===== src/rtl/svn_seg_scan.sv =====
// Binary-to-BCD (sequential double-dabble) converter driving a time-multiplexed
// common-anode seven-segment display with leading-zero blanking, dp and overflow.
module svn_seg_scan #(
  parameter int DIGITS   = 4,
  parameter int VAL_W    = 14,
  parameter int SCAN_DIV = 50000,
  parameter int LZ_BLANK = 1
) (
  input  logic              clk,
  input  logic              rst_n,
  input  logic [VAL_W-1:0]  value,
  input  logic              load,
  input  logic [DIGITS-1:0] dp_mask,
  output logic              busy,
  output logic              overflow,
  output logic [7:0]        seg,
  output logic [DIGITS-1:0] an
);

  localparam int NBCD  = (VAL_W + 2) / 3;
  localparam int PADD  = (NBCD > DIGITS) ? NBCD : DIGITS;
  localparam int IDX_W = (DIGITS > 1) ? $clog2(DIGITS) : 1;
  localparam int CNT_W = $clog2(SCAN_DIV);
  localparam int BIT_W = $clog2(VAL_W + 1);

  typedef enum logic [1:0] {S_IDLE, S_CAPT, S_SHIFT} state_t;

  state_t                  state_reg, state_next;
  logic [VAL_W-1:0]        sr_reg;
  logic [NBCD*4-1:0]       bcd_reg;
  logic [BIT_W-1:0]        bit_reg;
  logic [DIGITS*4-1:0]     disp_reg;
  logic                    ovf_reg;
  logic [CNT_W-1:0]        cnt_reg;
  logic [IDX_W-1:0]        idx_reg;
  logic [7:0]              seg_reg, seg_next;
  logic [DIGITS-1:0]       an_reg, an_next;

  logic [NBCD*4-1:0]       bcd_adj, bcd_shift;
  logic [PADD*4-1:0]       bcd_pad;
  logic                    ovf_new;
  logic                    last_bit;

  // Double-dabble step: add 3 to every digit >= 5, then shift in the next MSB.
  for (genvar gi = 0; gi < NBCD; gi++) begin : g_adj
    assign bcd_adj[gi*4 +: 4] = (bcd_reg[gi*4 +: 4] >= 4'd5) ?
                                bcd_reg[gi*4 +: 4] + 4'd3 : bcd_reg[gi*4 +: 4];
  end
  assign bcd_shift = {bcd_adj[NBCD*4-2:0], sr_reg[VAL_W-1]};

  always_comb begin
    bcd_pad = '0;
    bcd_pad[NBCD*4-1:0] = bcd_shift;
  end

  if (NBCD > DIGITS) begin : g_ovf
    assign ovf_new = |bcd_shift[NBCD*4-1:DIGITS*4];
  end else begin : g_no_ovf
    assign ovf_new = 1'b0;
  end

  assign last_bit = (bit_reg == BIT_W'(VAL_W - 1));

  always_ff @(posedge clk) begin
    if (!rst_n) state_reg <= S_IDLE;
    else        state_reg <= state_next;
  end

  always_comb begin
    state_next = state_reg;
    case (state_reg)
      S_IDLE:  if (load) state_next = S_CAPT;
      S_CAPT:  state_next = S_SHIFT;
      S_SHIFT: if (last_bit) state_next = S_IDLE;
      default: state_next = S_IDLE;
    endcase
  end

  assign busy = (state_reg == S_SHIFT);

  always_ff @(posedge clk) begin
    if (!rst_n) begin
      sr_reg   <= '0;
      bcd_reg  <= '0;
      bit_reg  <= '0;
      disp_reg <= '0;
      ovf_reg  <= 1'b0;
    end else begin
      case (state_reg)
        S_IDLE: if (load) sr_reg <= value;
        S_CAPT: begin
          bcd_reg <= '0;
          bit_reg <= '0;
        end
        S_SHIFT: begin
          bcd_reg <= bcd_shift;
          sr_reg  <= sr_reg << 1;
          bit_reg <= bit_reg + 1'b1;
          // Final step commits all digits and overflow in one edge.
          if (last_bit) begin
            disp_reg <= bcd_pad[DIGITS*4-1:0];
            ovf_reg  <= ovf_new;
          end
        end
        default: ;
      endcase
    end
  end

  assign overflow = ovf_reg;

  // Scan timing
  always_ff @(posedge clk) begin
    if (!rst_n) begin
      cnt_reg <= '0;
      idx_reg <= '0;
    end else if (cnt_reg == CNT_W'(SCAN_DIV - 1)) begin
      cnt_reg <= '0;
      idx_reg <= (idx_reg == IDX_W'(DIGITS - 1)) ? '0 : idx_reg + 1'b1;
    end else begin
      cnt_reg <= cnt_reg + 1'b1;
    end
  end

  // zero_up[i]: digit i and every digit above it are zero.
  logic [3:0]        digit_arr [DIGITS];
  logic [DIGITS:0]   zero_up;
  logic [DIGITS-1:0] blank_vec;
  assign zero_up[DIGITS] = 1'b1;
  for (genvar gi = 0; gi < DIGITS; gi++) begin : g_blank
    assign digit_arr[gi] = disp_reg[gi*4 +: 4];
    assign zero_up[gi]   = (disp_reg[gi*4 +: 4] == 4'd0) && zero_up[gi+1];
    assign blank_vec[gi] = (LZ_BLANK != 0) && (gi > 0) && zero_up[gi];
  end

  function automatic logic [6:0] enc7(input logic [3:0] d);
    case (d)
      4'd0: enc7 = 7'h40;
      4'd1: enc7 = 7'h79;
      4'd2: enc7 = 7'h24;
      4'd3: enc7 = 7'h30;
      4'd4: enc7 = 7'h19;
      4'd5: enc7 = 7'h12;
      4'd6: enc7 = 7'h02;
      4'd7: enc7 = 7'h78;
      4'd8: enc7 = 7'h00;
      4'd9: enc7 = 7'h10;
      default: enc7 = 7'h7F;
    endcase
  endfunction

  always_comb begin
    seg_next = 8'hFF;
    if (ovf_reg)                 seg_next[6:0] = 7'h3F;
    else if (blank_vec[idx_reg]) seg_next[6:0] = 7'h7F;
    else                         seg_next[6:0] = enc7(digit_arr[idx_reg]);
    seg_next[7] = ~dp_mask[idx_reg];
    an_next = ~(DIGITS'(1) << idx_reg);
  end

  always_ff @(posedge clk) begin
    if (!rst_n) begin
      seg_reg <= 8'hFF;
      an_reg  <= '1;
    end else begin
      seg_reg <= seg_next;
      an_reg  <= an_next;
    end
  end

  assign seg = seg_reg;
  assign an  = an_reg;

endmodule


===== config.mk =====
export PLATFORM = sky130hd
export DESIGN_NAME = svn_seg_scan
export DESIGN_NICKNAME = d
export VERILOG_FILES = /design/src/rtl/svn_seg_scan.sv
export SDC_FILE = /design/constraint.sdc
export NUM_CORES = 1
export LEC_CHECK = 0
export BUFFER_PORTS_ARGS = -buffer_cell sky130_fd_sc_hd__clkbuf_2
export CAP_MARGIN = 20
export CORE_ASPECT_RATIO = 0.7
export CORE_MARGIN = 10
export CORE_UTILIZATION = 30
export CTS_BUF_LIST = sky130_fd_sc_hd__clkbuf_8 sky130_fd_sc_hd__clkbuf_16
export CTS_CLUSTER_SIZE = 28
export DETAILED_ROUTE_END_ITERATION = 8
export GPL_TIMING_DRIVEN = 0
export PLACE_DENSITY = 0.55
export SYNTH_ARGS = -nofsm -noshare
export SYNTH_HDL_FRONTEND = slang
export SYNTH_SLANG_ARGS = --single-unit

===== constraint.sdc =====
create_clock -name clk -period 3.1 [get_ports clk]
set_input_delay 0.31 -clock clk [delete_from_list [all_inputs] [get_ports clk]]
set_output_delay 0.31 -clock clk [all_outputs]
set_load 0.005 [all_outputs]

# Yosys cells after proc, flatten, opt, wreduce, memory -nomap -nowiden
# Memories as Yosys holds them, arrays and structs flattened.
# Index checks and enable logic that the tools add are counted.
totals:
  mem_count: 1
  out_inout_bits: 14
  ramBits: 0
  latchBits: 0
  ff_bits: 87
  in_bits: 21
  rom_bits: 112
  word_cells: 75
classes:
  n_reduce_logical: 14
  n_eq_ne: 7
  mux: 22
  multipliers: 0
  n_bitwise: 4
  shifts: 1
  magnitude_cmp: 7
  n_div: 0
  n_addsub: 8
memory_table:
  columns: ["name", "depth", "width", "read_ports", "rd_clocked_by_memory_dff", "write_ports", "line_no", "text"]
  rows:
  - ["(name not given)", 16, 7, 1, 0, 0, "137", "case (d)"]
ops:
  columns: ["operator", "count"]
  rows:
  - ["$pmux W20 S2", 1]
  - ["$pmux W14 S2", 1]
  - ["$mux W4", 6]
  - ["$ge A4 B3 Y1 const B", 5]
  - ["$add A16 B1 Y16 const B", 1]
  - ["$add A4 B2 Y4 const B", 4]
  - ["$eq A16 B16 Y1 const B", 1]
  - ["$mux W14", 1]
  - ["$mux W7", 2]
  - ["$logic_not A4 Y1", 3]
  - ["$bmux W4 S2", 1]
  - ["$pmux W4 S2", 1]
  - ["$mux W2", 3]
  - ["$pmux W2 S3", 1]
  - ["$reduce_and A2 Y1", 3]
  - ["$add A4 B1 Y4 const B", 1]
  - ["$bmux W1 S2", 2]
  - ["$eq A2 B2 Y1 const B", 2]
  - ["$eq A4 B4 Y1 const B", 1]
  - ["$not A4 Y4", 1]
  - ["$reduce_bool A2 Y1", 2]
  - ["$reduce_or A4 Y1", 1]
  - ["$shl A1 B2 Y4 const A", 1]
  - ["$add A3 B2 Y3 const B", 1]
  - ["14 further kinds", 17]

# Logic depth before layout (Yosys ltp)
# Gate-level depths: netlist (run 1).
logic_depth:
  ltp_word: 7
  ltp_mapped: 9
  depth_no_buf: 8

# Worst setup path before layout (run 1)
# OpenSTA, ideal clock, no wires.
synth_timing:
  kind: "register to register"
  start: "reg idx_reg[0]"
  end: "reg seg_reg[4], in the netlist seg[4]"
  arrival_time_ps: 1986
  period_less_slack_ps: 2120
  n_path_buf: 1
  path_slack_ps: 980
  t_required_ps: 2966
  setup_time_ps: 134
  stages_incl_launch_ff: 8
  path_cell_list: "dfxtp_1 > buf_6 > mux4_1 > inv_1 > ha_1 > a21oi_1 > o21ai_0 > or4b_1"
synth_between:
  elab_chain_cells: 5
  word_cells_on_any_way: 8
  classes_between: "mux (5); bitwise (1); reduce/logical (1); memory (1)"
synth_lines:
  columns: ["element", "line_no", "text"]
  rows:
  - ["start: declaration", "35", "logic [IDX_W-1:0] idx_reg;"]
  - ["start signal: assignment", "119", "idx_reg <= (idx_reg == IDX_W'(DIGITS - 1)) ? '0 : idx_reg + 1'b1;"]
  - ["$not A2 Y3 (implied by the code)", "156", "else seg_next[6:0] = enc7(digit_arr[idx_reg]);"]
  - ["$bmux W4 S2", "156", null]
  - ["$mux W4 (implied by the code) (2 in a row)", "156", null]
  - ["$mem_v2 Z16 W7", null, null]
  - ["end signal: assignment", "166", "seg_reg <= seg_next;"]
  - ["end: declaration", "36", "logic [7:0] seg_reg, seg_next;"]
# Parallel ways exist; a longest one is shown, timed or not. The select of a mux whose other input is x is not followed.
# A chain may end at the register's enable or synchronous reset.

# Final worst setup path (run 1)
layout_timing:
  start: "reg state_reg[0]"
  end: "reg sr_reg[9]"
layout_between:
  elab_chain_cells: 3
  word_cells_on_any_way: 6
  classes_between: "eq/ne (2); mux (1); reduce/logical (3)"
layout_lines:
  columns: ["element", "line_no", "text"]
  rows:
  - ["start: declaration", "28", "state_t state_reg, state_next;"]
  - ["start signal: assignment", "66", "else state_reg <= state_next;"]
  - ["$eq A2 B2 Y1 / $logic_not A2 Y1 (equally long branches)", "89", "case (state_reg)"]
  - ["$reduce_bool A2 Y1 (no line) / $ne A2 B2 Y1 (equally long branches)", null, null]
  - ["$reduce_and A2 Y1 (no line)", null, null]
  - ["end signal: assignment", "90", "S_IDLE: if (load) sr_reg <= value;"]
  - ["end signal: assignment", "97", "sr_reg <= sr_reg << 1;"]
  - ["end: declaration", "29", "logic [VAL_W-1:0] sr_reg;"]
# Parallel ways exist; a longest one is shown, timed or not.

==> metrics, run 1 <==
critical path's slowest cell=o21ai_1; share of the synthesized area in the top cell type=41.65%; Hold Path Class=input pin to flip-flop; Ports=35; vias in the first global route=3284; RSZ-0062 raised after global routing=no; nets=561; type of origin of the critical path=flip-flop; initial antenna violation count=0; RR Endpoint=sr_reg[9]; maximum vdd drop=0.0002979 V; Syn Nets=517; Final Hold Violating Endpoints=0; GP Congestion=0.8341; Crit Path Class=flip-flop to flip-flop; min cycle time layout=2462 ps; share of cells above drive strength 1=between 10 and 15%; post-synth top area cell=dfxtp_1; die area=19140 µm²; WP data arrival=2700 ps; DRC violations left=0; worst flop-to-flop path startpoint=state_reg[0]; Max Freq=a little over 400 MHz; Synth Warn #=0; synthesized cell area=4182 µm²; Critical Path Max Stage Delay=670 ps; row count=35; hold path endpoint=sr_reg[0]; grt total ovfl=0; pwr dens=slightly above 500 nW/µm²; worst skew pair latency=330 ps; Least-Margin Pin Slew=about 660 ps; Seq/Total Area, Yosys=41.65%; hold depth=3; Req. time, crit path=3340 ps; r2r setup slk=roughly 640 ps; Pint=0.001924 W; Starting Density=31.20%; HP Start=value[0]; CTS tree=yes; ANT cells=0; main area contributors after synthesis=dfxtp_1 42%, ha_1 7.5%, nor2_1 6.7%, a211oi_1 4.1%, mux2i_1 4.1%; final worst path period share=79.43%; root buffer cell=clkbuf_16; Pleak=1.746 nW; clk slew on worst S/H paths=60 ps; sequential share of power=a little under half; Avg WL per Cell=about 14 µm; Port Buf Inserts=33; CTS-repair resized insts=0; drt total wl=9.908 mm; most frequent cells in the layout=87 x dfxtp_1, 75 x nor2_1, 34 x nand2_1, 33 x clkbuf_2, 29 x inv_1; max_cap viols=0; post-layout util=36.44%; via count=around 3400; Synth cell types=43; vias per cell=slightly below 5; Post-synth EDFFs=0; Die Y=118.8 µm; drt pass-1 iters=4; max FFs per register=20; commonest non-fill, non-tap cell in the layout=dfxtp_1; #FFs+latches synth=87; GRT Overall Usage=about a tenth; setup bufs post-CTS=0; Slew Limit Fails=0; Synth Area per Inst=8.878 µm²; first-iteration detailed-routing DRC count=170; reg2reg path depth=7; area growth from synthesis to layout=16.79%; Psw=just under 0.0006 W; CP cell instances=inv_1 > ha_1 > clkinv_1 > o21ai_1 > clkbuf_1 > nor2_1 > a211oi_1; crit path max fanout=10; Clock Path Buffers=2; Die X=~160 µm; first-pass GRT wire length=16.54 mm; ys async rst share=0%; Slew HR=55.83%; setup tns final=0 ps; largest net degree at the start of global routing=14; final setup fails=0; Net Sw Frac=23.10%; logic gate share of total power=8.2%; hpwl dp=7.294 mm; CP endpoint kind=flip-flop; ys flop type=dfxtp_1; Clk pwr share=around 45%; Mapped Cells=471; CTS H-Tree Depth=3; status=finished, final reports clean; number of buffers created by CTS=9; worst clock skew=10.71 ps; clk sink count=87; core region area=~13000 µm²; hold_buf cts=0; Antenna Violating Nets Remaining=0
worst max-delay path: cells and delay by family (launching register included):
| family | cells | cell delay [ps] |
|---|---|---|
| adders and majority gates | 1 | 180 |
| buffers and inverters | 3 | 890 |
| and+or+nand+nor | 1 | 80 |
| AOI/OAI and AO/OA | 2 | 890 |
| DFF | 1 | 330 |
kinds of logic after synthesis:
| family | count (synthesis) | share of synthesized area, % |
|---|---|---|
| DFF | 87 | 41.65 |
| adders and majority gates | 25 | 7.481 |
| muxes | 27 | 8.288 |
| xor gates and xnor gates | 19 | 3.980 |
| buffers and inverters | 52 | 4.997 |
| AOI/OAI and AO/OA | 94 | 14.90 |
| and+or+nand+nor | 167 | 18.70 |
area by class of cell:
cell class              instances  area (µm²)
plain buffers                  24       103.9
clock buffers                   9       225.2
clock inverters                 6       80.08
fillers                      1363        8517
inverters                      28       105.1
multi-input cells             332        2231
flip-flops and latches         87        1742
well taps                     185       231.5
repair buffers                 33       165.2
power by group through the flow:
stage	registers, W	logic, W	clock network, W
floorplan	0.00119	0.000140	0
global placement	0.00120	0.000205	0
detailed placement	0.00120	0.000210	0
CTS	0.00117	0.000210	0.00116
global route	0.00118	0.000235	0.00119
finish	0.00117	0.000206	0.00112
metrics by stage:
step           instances  hold WS [ps]  setup WS [ps]  cell area [µm²]  total power (W)
6_report             704         236.8          637.5             4883         0.002501
4_1_cts              704         226.5          632.6             4883         0.002540
3_3_place_gp         689         446.5          659.6             4578         0.001403
2_1_floorplan        471         426.1          980.2             4182         0.001335
5_1_grt              704         235.4          342.5             4883         0.002607
3_5_place_dp         689         450.0          635.0             4578         0.001409
routing by layer:
| layer | routed length [µm] | vias up | global-route usage (%) | share of wire (%) |
|---|---|---|---|---|
| li1 | - | 1730 | - | - |
| met1 | 4981 | 1605 | 13.87 | 50 |
| met2 | 4375 | 61 | 15.67 | 44 |
| met3 | 454 | 7 | 2.982 | 4.6 |
| met4 | 97 | 0 | 4.082 | 0.98 |
| met5 | 0 | - | 0 | 0 |
worst max-delay path by stage:
stage / slack (ps) / cells past startpoint / startpoint / to
floorplan: 980 / 7 / idx_reg[0] / seg[4]
global placement: 660 / 7 / state_reg[0] / sr_reg[13]
detailed placement: 630 / 7 / state_reg[0] / sr_reg[9]
CTS: 630 / 7 / state_reg[0] / sr_reg[9]
global route: 340 / 7 / state_reg[0] / sr_reg[8]
finish: 640 / 7 / state_reg[0] / sr_reg[9]
Yosys cell counts, types with 14 or more instances:
cell type and n:
ha_1 25, inv_1 26, clkbuf_1 20, dfxtp_1 87, a211oi_1 23, nand2_1 34
xnor2_1 16, mux2i_1 17, nor2_1 75, o21ai_0 14, a21oi_1 20
Note: power is estimated with default switching activity, not from simulation.
==> run 2: changes to the inputs <==
--- a/config.mk
+++ b/config.mk
@@ -14,7 +14,7 @@
 export CTS_CLUSTER_SIZE = 28
 export DETAILED_ROUTE_END_ITERATION = 8
 export GPL_TIMING_DRIVEN = 0
-export PLACE_DENSITY = 0.55
+export PLACE_DENSITY = 0.56
 export SYNTH_ARGS = -nofsm -noshare
 export SYNTH_HDL_FRONTEND = slang
 export SYNTH_SLANG_ARGS = --single-unit
==> constraint.sdc (replaced) <==
create_clock -name clk -period 2.1 [get_ports clk]
set_input_delay 0.21 -clock clk [delete_from_list [all_inputs] [get_ports clk]]
set_output_delay 0.21 -clock clk [all_outputs]
set_load 0.005 [all_outputs]
==> run 2 against run 1 <==
Against the previous run:
- fmax up 17%
- largest cell class unchanged
- setup slack worse by 630 ps
- clock-buffer cell count up 1
- largest power group unchanged
- critical path depth up 2
- wire length up 3.2%
- combinational power up 55%
==> metrics, run 2 (same netlist as run 1, synthesis figures left out) <==
Slew Limit Fails=0 (unchanged); Net Sw Frac=24.09% (+1.0 points); drt total wl=10.23 mm (+3.2%); Pint=0.002759 W (+43%); max FFs per register=20 (unchanged); Least-Margin Pin Slew=584.0 ps (-74.06 ps); Pleak=1.819 nW (+4.2%); root buffer cell=clkbuf_16; first-pass GRT wire length=16.87 mm (+2.0%); nets=570 (+1.6%); type of origin of the critical path=flip-flop; CTS H-Tree Depth=3 (unchanged); Port Buf Inserts=33 (unchanged); Max Freq=476.8 MHz (+17%); min cycle time layout=2097 ps (-365.1 ps); pwr dens=726.5 nW/µm² (+42%); worst skew pair latency=340 ps (about the same); grt total ovfl=0 (unchanged); Slew HR=61.06% (+5.2 points); drt pass-1 iters=5 (+1); Ports=35 (unchanged); hpwl dp=7.289 mm (about the same); commonest non-fill, non-tap cell in the layout=dfxtp_1; sequential share of power=47.7% (+0.8 points); final setup fails=0 (unchanged); core region area=13400 µm² (unchanged); most frequent cells in the layout=86 x dfxtp_1, 73 x nor2_1, 39 x clkbuf_2, 34 x nand2_1, 26 x inv_1; Psw=0.0008758 W (+52%); final hold slack=126.8 ps (-110.0 ps); Die Y=118.8 µm (unchanged); crit path max fanout=6 (-4); status=finished, final reports clean; via count=3484 (+2.4%); GRT Overall Usage=10.75% (+0.28 points); Starting Density=31.20% (unchanged); Avg WL per Cell=14.32 µm (+1.8%); ANT cells=0 (unchanged); worst clock skew=6.185 ps (-4.524 ps); Req. time, crit path=2320 ps (-1020 ps); WP data arrival=2310 ps (-390 ps); clk sink count=87 (unchanged); CP endpoint kind=flip-flop; logic gate share of total power=8.8% (+0.6 points); max_cap viols=0 (unchanged); GP Congestion=0.8258 (-1.0%); final worst path period share=99.88% (+20 points); Clock Path Buffers=2 (unchanged); r2r setup slk=3 ps (-630 ps); largest net degree at the start of global routing=14 (unchanged); DRC violations left=0 (unchanged); Final Hold Violating Endpoints=0 (unchanged); row count=35 (unchanged); initial antenna violation count=0 (unchanged); CTS tree=yes; area growth from synthesis to layout=19.66%; Crit Path Class=flip-flop to flip-flop; reg2reg path depth=9 (+2); Antenna Violating Nets Remaining=0 (unchanged); Clk pwr share=43.5% (-1.3 points); vias in the first global route=3417 (+4.0%); Hold Path Class=input pin to flip-flop; die area=19140 µm² (unchanged); number of buffers created by CTS=9 (unchanged); clk slew on worst S/H paths=60 ps (about the same); vias per cell=4.880 (+0.95%); share of cells above drive strength 1=17.39% (+6.2 points); Die X=161.1 µm (unchanged); setup tns final=0 ps (unchanged); hold depth=3 (unchanged); RSZ-0062 raised after global routing=yes; first-iteration detailed-routing DRC count=211 (+24%); maximum vdd drop=0.0003152 V (+5.8%)
[run 2: stage by stage]
stage	util [%]	worst slack (ps)	std cells	cell area, µm²	total power [W]
2_1_floorplan	-	47.08	471	4178	0.001971
3_3_place_gp	34.14	-310.4	689	4574	0.002071
3_5_place_dp	34.14	-357.5	689	4574	0.002083
4_1_cts	36.75	2.788	709	4925	0.003691
5_1_grt	37.34	-61.79	714	5004	0.003788
6_report	37.34	2.596	714	5004	0.003635
[run 2: critical path, stage by stage, from the launching register on]
cell and delay [ps]:
dfxtp_2 350, buf_6 130, mux4_2 530, inv_2 110, ha_4 130, inv_2 40
nor2_2 100, nand2_1 70, o21ai_2 60, or4b_1 440
[run 2: worst paths after layout]
path / start / to
setup / recovery: idx_reg[0] / seg[4]
hold / removal: value[0] / sr_reg[0]
setup reg to reg: idx_reg[0] / seg[4]
hold reg to reg: disp_reg[0] / disp_reg[0]
[run 2: cell type report]
type / count / area, µm²
plain buffers: 22 / 110.1
fillers: 1346 / 8397
multi-input cells: 332 / 2272
well taps: 185 / 231.5
clock inverters: 6 / 53.80
repair buffers: 44 / 247.7
clock buffers: 10 / 239.0
inverters: 28 / 106.4
flip-flops and latches: 87 / 1743
[run 2: power by group through the flow]
stage / Sequential [W] / Combinational, W / Clock (W)
after floorplan: 0.00176 / 0.000207 / 0
after global placement: 0.00177 / 0.000303 / 0
after detailed placement: 0.00177 / 0.000313 / 0
after CTS: 0.00173 / 0.000322 / 0.00163
after global routing: 0.00174 / 0.000357 / 0.00169
final: 0.00173 / 0.000319 / 0.00158
[run 2: repair_timing]
item / 4_1_cts / 5_1_grt
setup buffers: 5 / 6
setup endpoints to repair: 48 / 22
pin swaps: 1 / 2
hold buffers: 0 / 0
gates resized for setup: 13 / 19
[run 2: layer usage]
| metal | vias to the layer above | wire length, µm | GRT usage [%] |
|---|---|---|---|
| met5 | - | 0 | 0 |
| met4 | 0 | 189 | 4.875 |
| met3 | 15 | 458 | 2.566 |
| met2 | 76 | 4659 | 16.69 |
| met1 | 1652 | 4920 | 13.81 |
| li1 | 1741 | - | - |
==> run 3: changes to the inputs <==
--- a/config.mk
+++ b/config.mk
@@ -15,6 +15,7 @@
 export DETAILED_ROUTE_END_ITERATION = 8
 export GPL_TIMING_DRIVEN = 0
 export PLACE_DENSITY = 0.56
+export REMOVE_ABC_BUFFERS = 1
 export SYNTH_ARGS = -nofsm -noshare
 export SYNTH_HDL_FRONTEND = slang
 export SYNTH_SLANG_ARGS = --single-unit
==> run 3 against run 2 <==
Against the previous run:
- die area unchanged
- setup slack improved by 93 ps
- worst hold slack improved by 1.4 ps
- combinational power increased by 7.2%
- sequential share of layout area increased by 0.24 points
- cell area decreased by 0.48%
- core utilization decreased by 0.18 points
- clock power about the same
- sequential power about the same
- fmax increased by 4.6%
- register-to-register slack improved by 90 ps
- first-iteration DRC count increased by 3.3%
- critical path type unchanged
- largest power group unchanged
==> metrics, run 3 (same netlist as run 1, synthesis figures left out) <==
HP Start=value[0]; CP startpoint=idx_reg[0]; Antenna Violating Nets Remaining=0 (unchanged); Ports=35 (unchanged); Pleak=1.762 nW (-3.1%); max FFs per register=20 (unchanged); Avg WL per Cell=14.07 µm (-1.8%); core region area=13400 µm² (unchanged); root buffer cell=clkbuf_16; largest net degree at the start of global routing=53 (+39); area growth from synthesis to layout=19.09%; worst flop-to-flop path startpoint=idx_reg[0]; number of buffers created by CTS=9 (unchanged); min cycle time layout=2004 ps (-93.14 ps); Starting Density=31.20% (unchanged); drt pass-1 iters=4 (-1); hpwl dp=6.324 mm (-13%); Least-Margin Pin Slew=762.4 ps (+178.3 ps); grt total ovfl=0 (unchanged); Slew HR=49.12% (-12 points); RSZ-0062 raised after global routing=no; final hold slack=128.2 ps (+1.364 ps); vias in the first global route=3429 (+0.35%); Die Y=118.8 µm (unchanged); ANT cells=0 (unchanged); drt total wl=9.776 mm (-4.4%); Finished Layout Cells=695 (-2.7%); Final Hold Violating Endpoints=0 (unchanged); max_cap viols=0 (unchanged); via count=3431 (-1.5%); nets=551 (-3.3%); final cell area excluding filler cells=4980 µm² (-0.48%); CP endpoint kind=flip-flop; commonest non-fill, non-tap cell in the layout=dfxtp_1; status=finished, final reports clean; vias per cell=4.937 (+1.2%); first-pass GRT wire length=16.66 mm (-1.2%); crit path max fanout=5 (-1); worst skew pair latency=340 ps (about the same); share of cells above drive strength 1=17.25% (-0.14 points); CTS H-Tree Depth=3 (unchanged); final setup fails=0 (unchanged); DRC violations left=0 (unchanged); GP Congestion=0.7840 (-5.1%); Req. time, crit path=2310 ps (about the same); setup tns final=0 ps (unchanged); clk slew on worst S/H paths=70 ps (about the same); pwr dens=728.1 nW/µm² (+0.21%); worst clock skew=7.352 ps (+1.167 ps); first-iteration detailed-routing DRC count=218 (+3.3%); final worst path period share=95.44% (-4.4 points); die area=19140 µm² (unchanged); GRT Overall Usage=10.34% (-0.41 points); Die X=161.1 µm (unchanged); most frequent cells in the layout=85 x dfxtp_1, 74 x nor2_1, 34 x clkbuf_2, 33 x nand2_1, 24 x inv_1; Port Buf Inserts=34 (+3.0%); maximum vdd drop=0.0003140 V (-0.40%); Max Freq=498.9 MHz (+4.6%); type of origin of the critical path=flip-flop; Clock Path Buffers=2 (unchanged); Placed Area=4484 µm² (-2.0%); placed cells=666 (-3.3%); Crit Path Class=flip-flop to flip-flop; Hold Path Class=input pin to flip-flop; row count=35 (unchanged); clk sink count=87 (unchanged); CTS tree=yes; post-layout util=37.16% (-0.18 points); WP data arrival=2220 ps (-90 ps); Slew Limit Fails=0 (unchanged); initial antenna violation count=0 (unchanged)
-- run 3: what timing repair did --
item / in CTS / in global routing
cloned: 2 / 0
buffers inserted: 7 / 4
resized for setup: 12 / 12
hold buffers: 0 / 0
endpoints found under the setup margin: 59 / 46
pin swaps: 2 / 3
-- run 3: power breakdown --
| group | internal [W] | switching, W | total (W) |
|---|---|---|---|
| sequential | 0.00170 | 0.0000308 | 0.00173 |
| combinational | 0.000136 | 0.000206 | 0.000342 |
| clock | 0.000853 | 0.000698 | 0.00155 |
| total | 0.00269 | 0.000935 | 0.00363 |
-- run 3: cell type report --
| type | instances | area [µm²] |
|---|---|---|
| clock buffers | 10 | 239.0 |
| inverters | 28 | 111.4 |
| flip-flops and latches | 87 | 1747 |
| fillers | 1395 | 8421 |
| multi-input cells | 334 | 2322 |
| clock inverters | 6 | 51.30 |
| well taps | 185 | 231.5 |
| repair buffers | 45 | 277.8 |
-- run 3: stage by stage --
| stage | setup slack, ps | total power (W) |
|---|---|---|
| floorplan | -849.6 | 0.001957 |
| global route | 0.4483 | 0.003775 |
| finish | 95.73 | 0.003626 |
| detailed placement | -1268 | 0.002059 |
| global placement | -1626 | 0.002046 |
| CTS | 33.19 | 0.003646 |
-- run 3: critical path: stages, from the launching register on --
cell	delay [ps]
dfxtp_4	390
mux4_2	550
inv_4	100
ha_4	130
inv_1	40
nor2_1	80
nand2_1	50
o21ai_0	70
or4b_4	470
-- run 3: worst paths after layout --
check | end | slack [ps] | depth (start not counted)
setup / recovery | seg[4] | 100 | 8
hold / removal | sr_reg[0] | 130 | 3
setup reg to reg | seg[4] | 100 | 8
hold reg to reg | disp_reg[0] | 470 | 2
-- run 3: layer usage --
layer  wire, µm  GRT usage (%)
met5          0              0
met4        130          3.401
met3        483          3.051
met2       4532          16.54
met1       4629          13.02
